**config.mk**
```make
export PLATFORM = sky130hd
export DESIGN_NAME = mapper_arbiter
export DESIGN_NICKNAME = d
export VERILOG_FILES = /design/src/rtl/mapper_arbiter_pkg.sv /design/src/rtl/mapper_arbiter_rr_pick.sv /design/src/rtl/mapper_arbiter.sv
export SDC_FILE = /design/constraint.sdc
export NUM_CORES = 1
export LEC_CHECK = 0
export ABC_AREA = 1
export CAP_MARGIN = 20
export CELL_PAD_IN_SITES_DETAIL_PLACEMENT = 0
export CELL_PAD_IN_SITES_GLOBAL_PLACEMENT = 1
export CORE_UTILIZATION = 26
export DETAILED_ROUTE_END_ITERATION = 8
export PLACE_DENSITY_LB_ADDON = 0.1
export SYNTH_ARGS = -nofsm -noshare
export SYNTH_HDL_FRONTEND = slang
export SYNTH_SLANG_ARGS = --single-unit
```
**constraint.sdc**
```tcl
create_clock -name clk -period 5.1 [get_ports clk]
set_input_delay 1.02 -clock clk [delete_from_list [all_inputs] [get_ports clk]]
set_output_delay 1.02 -clock clk [all_outputs]
set_load 0.1 [all_outputs]
```
**src/rtl/mapper_arbiter_pkg.sv**
```systemverilog
// Shared definitions for the mapper arbiter: parameter defaults and FSM states.
package mapper_arbiter_pkg;

  localparam int DATA_W_DEF    = 64;
  localparam int MAX_BURST_DEF = 4;
  // Burst counter width; wide enough for the largest allowed burst (15).
  localparam int BURST_W       = 4;

  typedef enum logic {
    IDLE   = 1'b0,
    LOCKED = 1'b1
  } state_t;

endpackage

```
**src/rtl/mapper_arbiter_rr_pick.sv**
```systemverilog
// Rotating-priority encoder: first asserted request at or above start, wrapping.
module rr_pick
  import mapper_arbiter_pkg::*;
#(
  parameter int NUM_LANES = 4
) (
  input  logic [NUM_LANES-1:0]         req,
  input  logic [$clog2(NUM_LANES)-1:0] start,
  output logic [NUM_LANES-1:0]         grant,
  output logic [$clog2(NUM_LANES)-1:0] idx,
  output logic                         any
);

  localparam int LW = $clog2(NUM_LANES);

  logic [LW-1:0] cand;

  // Scan lanes start, start+1, ... (modulo NUM_LANES) and keep the first hit.
  always_comb begin
    grant = '0;
    idx   = '0;
    any   = 1'b0;
    cand  = '0;
    for (int k = 0; k < NUM_LANES; k++) begin
      cand = start + LW'(k);
      if (!any && req[cand]) begin
        any = 1'b1;
        idx = cand;
      end
    end
    if (any) grant[idx] = 1'b1;
  end

endmodule

```
**src/rtl/mapper_arbiter.sv**
```systemverilog
// Burst-locking round-robin arbiter merging NUM_LANES mapper lanes into one
// registered output stage.
module mapper_arbiter
  import mapper_arbiter_pkg::*;
#(
  parameter int NUM_LANES = 4,
  parameter int DATA_W    = DATA_W_DEF,
  parameter int MAX_BURST = MAX_BURST_DEF
) (
  input  logic                           clk,
  input  logic                           reset,
  input  logic [NUM_LANES-1:0]           io_rx_val,
  output logic [NUM_LANES-1:0]           io_rx_rdy,
  input  logic [NUM_LANES*DATA_W-1:0]    io_rx_dat,
  output logic                           io_tx_val,
  input  logic                           io_tx_rdy,
  output logic [DATA_W-1:0]              io_tx_dat,
  output logic [$clog2(NUM_LANES)-1:0]   io_tx_src
);

  localparam int LW = $clog2(NUM_LANES);

  state_t               state, state_nxt;
  logic [LW-1:0]        lock_lane, lock_nxt;
  logic [LW-1:0]        rr_ptr, rr_nxt;
  logic [BURST_W-1:0]   burst_cnt, burst_nxt;

  logic                 load_en;
  logic                 lock_hold;
  logic [LW-1:0]        pick_start;
  logic [NUM_LANES-1:0] pick_grant;
  logic [LW-1:0]        pick_idx;
  logic                 pick_any;
  logic                 sel_any;
  logic [LW-1:0]        sel;
  logic [NUM_LANES-1:0] grant_vec;
  logic [DATA_W-1:0]    sel_dat_p0;

  logic                 vld_p1;
  logic [DATA_W-1:0]    dat_p1;
  logic [LW-1:0]        src_p1;

  // On release the search restarts just past the lock lane, so the
  // lock lane itself is considered last and only wins if nobody else is valid.
  rr_pick #(.NUM_LANES(NUM_LANES)) u_pick (
    .req   (io_rx_val),
    .start (pick_start),
    .grant (pick_grant),
    .idx   (pick_idx),
    .any   (pick_any)
  );

  // Lane selection and per-lane ready; ready is gated by output-stage space.
  always_comb begin
    load_en    = !vld_p1 || io_tx_rdy;
    lock_hold  = (state == LOCKED) && io_rx_val[lock_lane] &&
                 (burst_cnt < BURST_W'(MAX_BURST));
    pick_start = (state == LOCKED) ? lock_lane + LW'(1) : rr_ptr;
    sel_any    = lock_hold || pick_any;
    sel        = lock_hold ? lock_lane : pick_idx;
    grant_vec  = pick_grant;
    if (lock_hold) begin
      grant_vec            = '0;
      grant_vec[lock_lane] = 1'b1;
    end
    io_rx_rdy  = (load_en && !reset) ? grant_vec : '0;
    sel_dat_p0 = io_rx_dat[sel*DATA_W +: DATA_W];
  end

  // Next-state logic: lock/burst/pointer only move when the output stage loads.
  always_comb begin
    state_nxt = state;
    lock_nxt  = lock_lane;
    rr_nxt    = rr_ptr;
    burst_nxt = burst_cnt;
    if (load_en) begin
      if (state == LOCKED && !lock_hold) rr_nxt = lock_lane + LW'(1);
      if (lock_hold) begin
        burst_nxt = burst_cnt + BURST_W'(1);
      end else if (pick_any) begin
        state_nxt = LOCKED;
        lock_nxt  = pick_idx;
        burst_nxt = BURST_W'(1);
      end else begin
        state_nxt = IDLE;
        burst_nxt = '0;
      end
    end
  end

  // Arbitration state register.
  always_ff @(posedge clk) begin
    if (reset) begin
      state     <= IDLE;
      lock_lane <= '0;
      rr_ptr    <= '0;
      burst_cnt <= '0;
    end else begin
      state     <= state_nxt;
      lock_lane <= lock_nxt;
      rr_ptr    <= rr_nxt;
      burst_cnt <= burst_nxt;
    end
  end

  // p0 -> p1: output register; word and source hold while downstream stalls.
  always_ff @(posedge clk) begin
    if (reset) begin
      vld_p1 <= 1'b0;
      dat_p1 <= '0;
      src_p1 <= '0;
    end else if (load_en) begin
      vld_p1 <= sel_any;
      if (sel_any) begin
        dat_p1 <= sel_dat_p0;
        src_p1 <= sel;
      end
    end
  end

  assign io_tx_val = vld_p1;
  assign io_tx_dat = dat_p1;
  assign io_tx_src = src_p1;

endmodule

```
==> results of run 1 <==
final cells by class:
cell class	instances	area, um2
Fill cell	2209	11660
Timing Repair Buffer	343	3443
Multi-Input combinational cell	710	3351
Sequential cell	76	1521
Inverter	94	355.3
Tap cell	275	344.1
Clock buffer	11	252.7
Clock inverter	5	83.83
Antenna cell	3	7.507
sequential cells by signal, indices dropped and copies added, names as in the netlist:
| signal | flops |
|---|---|
| state | 1 |
| io_tx_dat | 64 |
| io_tx_src | 2 |
| io_tx_val | 1 |
| rr_ptr | 2 |
| lock_lane | 2 |
| burst_cnt | 4 |
synthesized netlist by cell type:
library cell and n:
nand3b_1 13, nor2_2 1, clkbuf_1 23, and3_1 38, nand2_2 8, a211oi_1 1, buf_1 5, nand4_1 4
buf_2 30, nand2_1 214, dfxtp_1 76, o211ai_1 1, nor3_1 2, buf_4 5, inv_1 90, ha_1 5
nor2_4 2, buf_6 5, nand2_8 1, inv_4 1, o21ai_0 9, nor2_1 106, inv_2 3, nand2_4 3
o21ai_1 11, a21oi_1 22, nand3_1 269
critical path, delay by kind of cell:
kind                   cells  cell delay [ns]
buffers and inverters      4             1.08
AND/OR/NAND/NOR            4             0.62
AO/OA/AOI/OAI              3             0.38
logic make-up after synthesis:
logic type / count (synthesis)
compound gates: 44
simple gates: 661
fa+ha+maj: 5
buf+inv: 162
flops: 76
metrics by stage:
step	power [mW]	hold slack (ns)	util	cell area (um2)
floorplan	4.070	0.4192	-	5564
global placement	5.158	0.4360	0.4279	8995
detailed placement	5.153	0.4381	0.4279	8995
CTS	5.910	0.4504	0.4439	9331
global route	6.229	0.4804	0.4452	9359
finish	5.857	0.4496	0.4452	9359
per-layer routing:
metal | part of all wire | wire length [um] | track usage | vias to the layer above
li1 | - | - | - | 3658
met4 | 0.023 | 584 | 0.08402 | 2
met2 | 0.45 | 11330 | 0.3646 | 267
met5 | 0.00052 | 13 | 0 | -
met1 | 0.44 | 10990 | 0.2798 | 3138
met3 | 0.083 | 2061 | 0.05583 | 31
power by group through the flow:
| stage | sequential (mW) | combinational, mW | clock, mW |
|---|---|---|---|
| detailed placement | 0.961 | 4.19 | 0 |
| global route | 0.981 | 4.47 | 0.781 |
| global placement | 0.957 | 4.20 | 0 |
| floorplan | 2.48 | 1.59 | 0 |
| finish | 0.952 | 4.18 | 0.729 |
| CTS | 0.952 | 4.20 | 0.754 |
final timing paths:
check | endpoint | from | slack, ns | depth (start not counted)
max | io_rx_rdy[0] | io_rx_val[1] | 0.99 | 11
min | burst_cnt[3] | burst_cnt[3] | 0.45 | 2
max reg2reg | io_tx_dat[4] | lock_lane[0] | 1.38 | 21
min reg2reg | burst_cnt[3] | burst_cnt[3] | 0.45 | 2
==> qor.csv, run 1 <==
stage,metric,value,unit
floorplan,fp.dieH,148.3,um
synthesis,synthTopCellsByArea,"dfxtp_1, nand3_1, nand2_1, nor2_1, inv_1",
synthesis,synthesis.nets,1216,
global_route,grt_max_degree,79,
global_route,grt_pass1_vias,6622,
power,power_frac_seq,0.163,
final_layout,mostFrequentLayoutCells,"clkdlybuf4s50_1, nand3_1, nand2_1",
synthesis,synth-xor-area-share,0,
clock_network,clock-sinks,76,
worst_setup_path,max_stage_delay,0.45,ns
floorplan,core,21020,um2
clock_network,path_clk_slew,0.06,ns
synthesis,syn_area_per_cell,5.869,um2
sta,clock_skew,0.008996,ns
sta,timing.fmax,0.2431,GHz
sta,rsz0062_at_grt,false,
synthesis,synth-compound-area-share,0.04048,
clock_network,numCtsBuffers,9,
floorplan,die-area,21990,um2
global_route,antenna_found_initial,4,
synthesis,yosysTopAreaCell,dfxtp_1,
sta,setup_violations,0,
floorplan,rows,53,
power,ir_drop,270.3,uV
worst_setup_path,critPathKind,primary input to output port,
worst_setup_path,crit_arrival,3.09,ns
sta,setup_ws,0.9869,ns
final_layout,syn2layout_area_growth,68.20,%
synthesis,synth_fa_ha_area_frac,0.01124,
clock_network,htreeDepth,3,
run,drv_cap,0,
sta,finalHoldViolations,0,
route,routed-via-count,7096,
worst_setup_path,cp.required,4.08,ns
power,power.leakage,4.329,nW
route,routed_wl,24970,um
synthesis,ys_seq_elements,76,
clock_network,clk_root_buffer_cell,clkbuf_16,
worst_setup_path,startpoint_type,primary input,
placed_design,dpl.hpwl,17450,um
final_layout,fin_nets,1502,
clock_network,ctsHoldBuffers,0,
clock_network,ctsLongestPathBuffers,2,
route,drc,0,
worst_setup_path,worstPathCellList,clkdlybuf4s50_1 > a21oi_1 > o21ai_0 > nand3_1 > inv_1 > nor2_4 > nand2_1 > inv_1 > nand2_1 > a21oi_1 > buf_4,
synthesis,ys_types,27,
synthesis,synth_top_area_share,0.2734,
outcome,status,"complete, no violations",
worst_setup_path,crit_fanout,13,
worst_hold_path,holdCritPathClass,register to register,
synthesis,yosys_warnings,0,
sta,worstMarginPinSlew,1.046,ns
placed_design,dp.cells,1497,
global_route,grt-ovfl-total,0,
synthesis,yosysSeqAreaShare,0.2734,
worst_setup_path,crit_slowest_cell,clkdlybuf4s50_1,
sta,maxSlewViolCount,0,
global_route,grt_pass1_wl,37800,um
final_layout,drive_gt1_frac,0.04116,
route,drt_iter0_markers,404,
power,comb_power_share,0.713,
clock_network,post_cts_buffers,0,
final_layout,layoutNonFillerInstCount,1517,
clock_network,tritoncts,done,
floorplan,io_pins,334,
sta,post-route-period-util,0.8065,
synthesis,syn_area,5564,um2
placed_design,pre_cts_ws,0.9710,ns
worst_setup_path,critPathCaptureType,output port,
sta,finalSetupTns,0,ns
placed_design,routabilityCongestion,0.8281,
clock_network,cts_resized,0,
synthesis,muxShareOfSynthArea,0,
final_layout,final_common_cell,clkdlybuf4s50_1,
synthesis,yosys.area_share.simple,0.5482,
power,power.switching,3.456,mW
sta,max_slew_margin,0.3007,
sta,period_needed,4.113,ns
route,firstDrtPassIters,5,
power,p_sw_frac,0.5901,
power,clockPowerShare,0.124,
floorplan,initial_core_util,0.2647,
route,viasPerCell,4.678,
synthesis,synth_top_family_by_area,simple AND/OR/NAND/NOR gates,
power,power.internal,2.401,mW
floorplan,die_x,148.3,um
route,drtAntennaViolNets,0,
route,wire_per_inst,16.46,um
power,power_density,625.8,nW/um2
synthesis,syn_inst,948,
placed_design,portBuffers,333,
clock_network,clock_latency,0.34,ns
global_route,grt_usage,0.2226,
Power figures use the tool's default switching activity.
==> run 2: changes to the inputs <==
- CORE_UTILIZATION: 26 -> 24
- clock period: 5.1 -> 4.2 ns (I/O delays scaled with it)
==> run 2 against run 1 <==
First-iteration DRC count down 18%; register-to-register slack got worse by 0.49 ns; combinational power is 23% higher; hold slack lost 0.00065 ns; total power grew 22%; via count is 0.69% higher; sequential power up 20%; routed wire length increased by 2.4%; cell area increased by 1.0%; sequential cell count did not move; global-route usage down 0.86 points.
==> qor.csv, run 2 (synthesized netlist as in run 1, its figures left out) <==
stage,metric,value,unit,change
floorplan,io_pins,334,,unchanged
worst_setup_path,crit_slowest_cell,dfxtp_1,,
worst_setup_path,r2r_start,lock_lane[1],,
worst_setup_path,critPathKind,register to output port,,
sta,finalHoldViolations,0,,unchanged
clock_network,tritoncts,done,,
sta,finalSetupTns,0,ns,unchanged
sta,post-route-period-util,0.8896,,
worst_hold_path,holdPathStages,2,,unchanged
worst_setup_path,startpoint_type,register,,
sta,period_needed,3.736,ns,
route,routed_wl,25580,um,+2.4%
floorplan,die-area,23800,um2,+8.2%
sta,rsz0062_at_grt,false,,
worst_setup_path,cp.required,3.36,ns,-0.72 ns
clock_network,clock-sinks,76,,unchanged
final_layout,fillCellCount,2491,,+13%
floorplan,fp.dieH,154.3,um,+4.0%
route,drtAntennaViolNets,0,,unchanged
worst_setup_path,crit_fanout,7,,-6
power,power.switching,4.203,mW,+22%
power,power_density,755.2,nW/um2,+21%
final_layout,fin_nets,1513,,+0.73%
final_layout,largest_reg_flops,64,,unchanged
power,power.total,7.140,mW,+22%
worst_setup_path,cpMostUsedCell,nand2_1,,
clock_network,htreeDepth,3,,unchanged
clock_network,clock_latency,0.34,ns,about the same
placed_design,dpl.hpwl,18440,um,+5.7%
outcome,status,"complete, no violations",,
global_route,grt_usage,0.2139,,-0.008613
worst_setup_path,r2r_cells,17,,-19%
power,power_frac_seq,0.159,,-0.004
sta,max_slew_margin,0.2978,,-0.002838
floorplan,rows,55,,+3.8%
worst_setup_path,crit_arrival,2.90,ns,-0.19 ns
placed_design,portBuffers,333,,unchanged
clock_network,numCtsBuffers,9,,unchanged
sta,timing.fmax,0.2677,GHz,
floorplan,core,22710,um2,+8.0%
clock_network,path_clk_slew,0.05,ns,about the same
power,comb_power_share,0.720,,+0.007
route,viasPerCell,4.655,,-0.49%
global_route,grt-ovfl-total,0,,unchanged
worst_setup_path,worstPathCellList,inv_1 > ha_1 > nand2_1 > nand2_2 > nand2_1 > nand2_1 > nand2_1 > nand2_2 > nand2_2 > nand2_1 > nand2_1 > nand2_2 > nand2_1 > inv_1 > nand2_1 > a21oi_1 > buf_12,,
global_route,antenna_found_initial,1,,-3
route,wl_met2,12600,um,+11%
sta,setup_violations,0,,unchanged
clock_network,cts_resized,0,,unchanged
floorplan,initial_core_util,0.2450,,-0.01967
power,ir_drop,329.0,uV,+22%
sta,clock_skew,0.01043,ns,+0.001433 ns
floorplan,die_x,154.3,um,+4.0%
route,drt_iter0_markers,332,,-18%
worst_setup_path,r2r-end,io_tx_dat[38],,
worst_hold_path,holdCritPathClass,register to register,,
clock_network,post_cts_buffers,0,,unchanged
final_layout,drive_gt1_frac,0.04804,,+0.006876
clock_network,ctsLongestPathBuffers,2,,unchanged
final_layout,mostFrequentLayoutCells,"clkdlybuf4s50_1, nand3_1, nand2_1",,
route,routed-via-count,7145,,+0.69%
clock_network,ctsHoldBuffers,0,,unchanged
route,drc,0,,unchanged
sta,maxSlewViolCount,0,,unchanged
worst_setup_path,r2r_slack,0.89,ns,-0.49 ns
power,power.leakage,4.386,nW,+1.3%
sta,worstMarginPinSlew,1.050,ns,+0.004243 ns
route,topRoutingLayerUsed,met4,,
worst_setup_path,critPathCaptureType,output port,,
power,clockPowerShare,0.121,,-0.003
route,wl_met1,10830,um,-1.5%
global_route,grt_pass1_wl,39340,um,+4.1%
route,route.met3.wl,2009,um,-2.5%
global_route,grt_pass1_vias,6881,,+3.9%
final_layout,syn2layout_area_growth,69.91,%,
run,drv_cap,0,,unchanged
placed_design,routabilityCongestion,0.7815,,-5.6%
global_route,grt_max_degree,118,,+49%
final_layout,final_common_cell,clkdlybuf4s50_1,,
worst_hold_path,hold_end,burst_cnt[3],,
power,p_sw_frac,0.5887,,-0.001411
worst_setup_path,max_stage_delay,0.48,ns,+0.03 ns
power,power.internal,2.937,mW,+22%
worst_hold_path,hp-start,burst_cnt[3],,
route,firstDrtPassIters,5,,unchanged
route,wire_per_inst,16.66,um,+1.2%
clock_network,clk_root_buffer_cell,clkbuf_16,,
==> run 2: cell count changes in the layout (fill, tap and decap cells not counted) <==
| cell | delta |
|---|---|
| clkinvlp_4 | -2 |
| clkinv_2 | +1 |
| clkbuf_1 | +1 |
| diode_2 | -2 |
| buf_12 | +2 |
| buf_4 | +9 |
| clkbuf_8 | -1 |
==> run 2: power by group through the flow <==
stage / Combinational [mW] / Clock, mW / Sequential, mW
6_report: 5.14 / 0.861 / 1.14
5_1_grt: 5.53 / 0.919 / 1.18
4_1_cts: 5.21 / 0.888 / 1.14
3_5_place_dp: 5.19 / 0 / 1.15
3_3_place_gp: 5.20 / 0 / 1.15
2_1_floorplan: 1.93 / 0 / 3.02
==> run 2: stage by stage <==
| stage | setup slack (ns) | utilization | hold WS [ns] | area [um2] | instances |
|---|---|---|---|---|---|
| floorplan | 0.09675 | - | 0.4192 | 5564 | 948 |
| global placement | 0.6525 | 0.4023 | 0.4317 | 9135 | 1519 |
| detailed placement | 0.6163 | 0.4023 | 0.4384 | 9135 | 1519 |
| CTS | 0.4635 | 0.4162 | 0.4469 | 9452 | 1534 |
| global route | 0.2430 | 0.4163 | 0.4765 | 9454 | 1535 |
| finish | 0.4638 | 0.4163 | 0.4490 | 9454 | 1535 |
==> run 2: layout make-up <==
type	count	area [um2]	share of cell area
well taps	285	356.6	0.03772
clock buffers	11	242.7	0.02567
multi-input cells	710	3351	0.3544
flip-flops and latches	76	1521	0.1609
diodes	1	2.502	0.0002647
clock inverters	4	73.82	0.007808
repair buffers	354	3551	0.3756
inverters	94	355.3	0.03759
==> run 2: metal layers <==
layer / global-route usage / up-vias
met3: 0.06108 / 8
met1: 0.2491 / 3210
met2: 0.3866 / 256
met5: 0 / -
li1: - / 3671
met4: 0.04715 / 0
==> run 2: how the worst max path moves through the flow <==
stage | startpoint | to | cells after the start
3_5_place_dp | io_rx_val[1] | io_rx_rdy[0] | 12
4_1_cts | lock_lane[1] | io_rx_rdy[0] | 18
2_1_floorplan | lock_lane[0] | io_rx_rdy[2] | 18
6_report | lock_lane[1] | io_rx_rdy[0] | 17
5_1_grt | lock_lane[1] | io_rx_rdy[0] | 17
3_3_place_gp | io_rx_val[1] | io_rx_rdy[0] | 12
==> run 2: worst max-delay path: cells and delay by family, from the launching register on <==
kind            cells  cell delay, ns
buf+inv             3            0.47
fa+ha+maj           1            0.36
flops               1            0.48
compound gates      1            0.24
simple gates       12            0.99
==> run 3: changes to the inputs <==
--- a/config.mk
+++ b/config.mk
@@ -8,3 +8,3 @@
 export ABC_AREA = 1
-export CAP_MARGIN = 20
+export CAP_MARGIN = 15
 export CELL_PAD_IN_SITES_DETAIL_PLACEMENT = 0
==> constraint.sdc (replaced) <==
create_clock -name clk -period 4.2 [get_ports clk]
set_input_delay 1.26 -clock clk [delete_from_list [all_inputs] [get_ports clk]]
set_output_delay 1.26 -clock clk [all_outputs]
set_load 0.1 [all_outputs]
==> run 3 against run 2 <==
Clock power is 2.7% lower; critical path depth fell by 2; core utilization up 1.4 points.
==> qor.csv, run 3 (synthesized netlist as in run 1, its figures left out) <==
stage,metric,value,unit,change
placed_design,dpl.hpwl,18060,um,-2.1%
global_route,grt_max_degree,112,,-5.1%
sta,clock_skew,0.01213,ns,+0.001702 ns
worst_setup_path,max_stage_delay,0.25,ns,-0.23 ns
route,routed_wl,26060,um,+1.9%
worst_setup_path,critPathCaptureType,output port,,
clock_network,clock-sinks,76,,unchanged
floorplan,core,22710,um2,unchanged
worst_setup_path,cp.required,2.94,ns,-0.42 ns
power,power_density,756.1,nW/um2,+0.12%
placed_design,dp.cells,1524,,+0.33%
final_layout,mostFrequentLayoutCells,"clkdlybuf4s50_1, nand3_1, nand2_1",,
final_layout,fillCellCount,2421,,-2.8%
global_route,antenna_found_initial,2,,+1
sta,max_slew_margin,0.3033,,+0.005527
worst_hold_path,holdCritPathClass,register to register,,
worst_setup_path,critPathKind,primary input to output port,,
clock_network,htreeDepth,3,,unchanged
route,firstDrtPassIters,7,,+2
sta,timing.fmax,0.2449,GHz,-8.5%
placed_design,placed_area,9303,um2,+1.8%
run,drv_cap,0,,unchanged
final_layout,final_area,9778,um2,+3.4%
worst_setup_path,worst-path-buf-inv,4,,+1
worst_setup_path,r2r_slack,0.38,ns,-0.51 ns
global_route,grt_pass1_vias,6970,,+1.3%
worst_setup_path,crit_slowest_cell,dlygate4sd2_1,,
clock_network,clock_latency,0.34,ns,about the same
worst_setup_path,crit_arrival,2.82,ns,-0.08 ns
worst_setup_path,cp_top_family,simple AND/OR/NAND/NOR gates,,
final_layout,final_common_cell,clkdlybuf4s50_1,,
worst_setup_path,startpoint_type,primary input,,
worst_setup_path,worstPathCellList,dlygate4sd2_1 > inv_2 > nand3_1 > nand2_2 > nand2_1 > nand2_2 > nand2_2 > nand2_2 > nand2_2 > nand2_2 > nand2_1 > inv_2 > nand2_2 > a21oi_4 > buf_12,,
sta,setup_ws,0.1160,ns,-0.3478 ns
sta,worstMarginPinSlew,1.042,ns,-0.008264 ns
sta,post-route-period-util,0.9724,,+0.08280
power,ir_drop,383.3,uV,+16%
sta,finalHoldViolations,0,,unchanged
floorplan,die-area,23800,um2,unchanged
worst_setup_path,cpMostUsedCell,nand2_2,,
global_route,grt_usage,0.2135,,-0.0004337
placed_design,portBuffers,333,,unchanged
route,drt_iter0_markers,369,,+11%
route,drtAntennaViolNets,0,,unchanged
sta,setup_violations,0,,unchanged
final_layout,layoutNonFillerInstCount,1555,,+1.3%
route,drc,0,,unchanged
floorplan,io_pins,334,,unchanged
final_layout,multi_input_area,3436,um2,+2.5%
final_layout,largest_reg_flops,64,,unchanged
global_route,grt_pass1_wl,39360,um,about the same
final_layout,seq_area,1521,um2,unchanged
placed_design,routabilityCongestion,0.8301,,+6.2%
sta,hold_slack,0.4447,ns,-0.004261 ns
final_layout,fin_nets,1531,,+1.2%
route,viasPerCell,4.663,,+0.18%
clock_network,ctsHoldBuffers,0,,unchanged
final_layout,syn2layout_area_growth,75.74,%,
final_layout,drive_gt1_frac,0.07886,,+0.03083
floorplan,die_x,154.3,um,unchanged
clock_network,ctsLongestPathBuffers,2,,unchanged
placed_design,pre_cts_ws,-0.1118,ns,-0.7280 ns
route,wire_per_inst,16.76,um,+0.59%
clock_network,tritoncts,done,,
power,power.leakage,4.516,nW,+3.0%
sta,period_needed,4.084,ns,+0.3478 ns
route,routed-via-count,7251,,+1.5%
floorplan,rows,55,,unchanged
floorplan,initial_core_util,0.2450,,unchanged
clock_network,path_clk_slew,0.06,ns,about the same
global_route,grt-ovfl-total,0,,unchanged
sta,maxSlewViolCount,0,,unchanged
clock_network,clk_root_buffer_cell,clkbuf_16,,
outcome,status,"complete, no violations",,
worst_setup_path,crit_fanout,5,,-2
clock_network,numCtsBuffers,9,,unchanged
floorplan,fp.dieH,154.3,um,unchanged
sta,finalSetupTns,0,ns,unchanged
[run 3: cell count changes in the layout (fill, tap and decap cells not counted), moves of 5 or more]
cell,previous run,this run
nand2_2,7,13
buf_12,6,13
nand3_1,269,264
nand3_2,0,5
nand2_1,214,208
buf_4,19,29
clkdlybuf4s50_1,328,323
[run 3: what timing repair did]
action                                  in CTS  in global routing
endpoints found under the setup margin       4                 16
gates cloned                                 0                  1
gates resized for setup                     14                  8
pin swaps                                    7                 10
buffers inserted                            12                  0
[run 3: final cells by class]
class	count	area share
Timing Repair Buffer	372	0.3877
Multi-Input combinational cell	710	0.3514
Sequential cell	76	0.1556
Tap cell	285	0.03647
Inverter	94	0.03634
Clock buffer	11	0.02585
Clock inverter	5	0.006142
Antenna cell	2	0.0005118
[run 3: report_power, final]
group	switching (mW)	total (mW)	leakage, nW	internal, mW
Clock	0.345	0.838	0.140	0.494
Sequential	0.136	1.13	0.632	0.997
Combinational	3.83	5.42	3.74	1.59
Total	4.31	7.39	4.52	3.08
[run 3: routing by layer]
metal / track usage / wire length [um] / part of all wire / vias up
li1: - / - / - / 3713
met1: 0.2542 / 11060 / 0.42 / 3243
met2: 0.3671 / 12220 / 0.47 / 269
met3: 0.06276 / 2212 / 0.085 / 26
met4: 0.06931 / 571 / 0.022 / 0
met5: 0 / 0 / 0 / -
[run 3: worst paths after layout]
kind,start,cells after the start,endpoint
setup reg to reg,lock_lane[1],31,io_tx_dat[48]
hold / removal,burst_cnt[3],2,burst_cnt[3]
setup / recovery,io_rx_val[2],15,io_rx_rdy[2]
hold reg to reg,burst_cnt[3],2,burst_cnt[3]
[run 3: worst register-to-register path, delay by kind of cell (launching register included)]
kind | cells | cell delay [ns]
adders and majority gates | 1 | 0.34
buffers and inverters | 15 | 1.81
DFF | 1 | 0.32
and+or+nand+nor | 15 | 1.32
[run 3: stage by stage]
step	total power, mW	util
after floorplan	4.964	-
after global routing	7.872	0.4304
after CTS	7.426	0.4282
after global placement	6.477	0.4096
final	7.394	0.4306
after detailed placement	6.469	0.4096
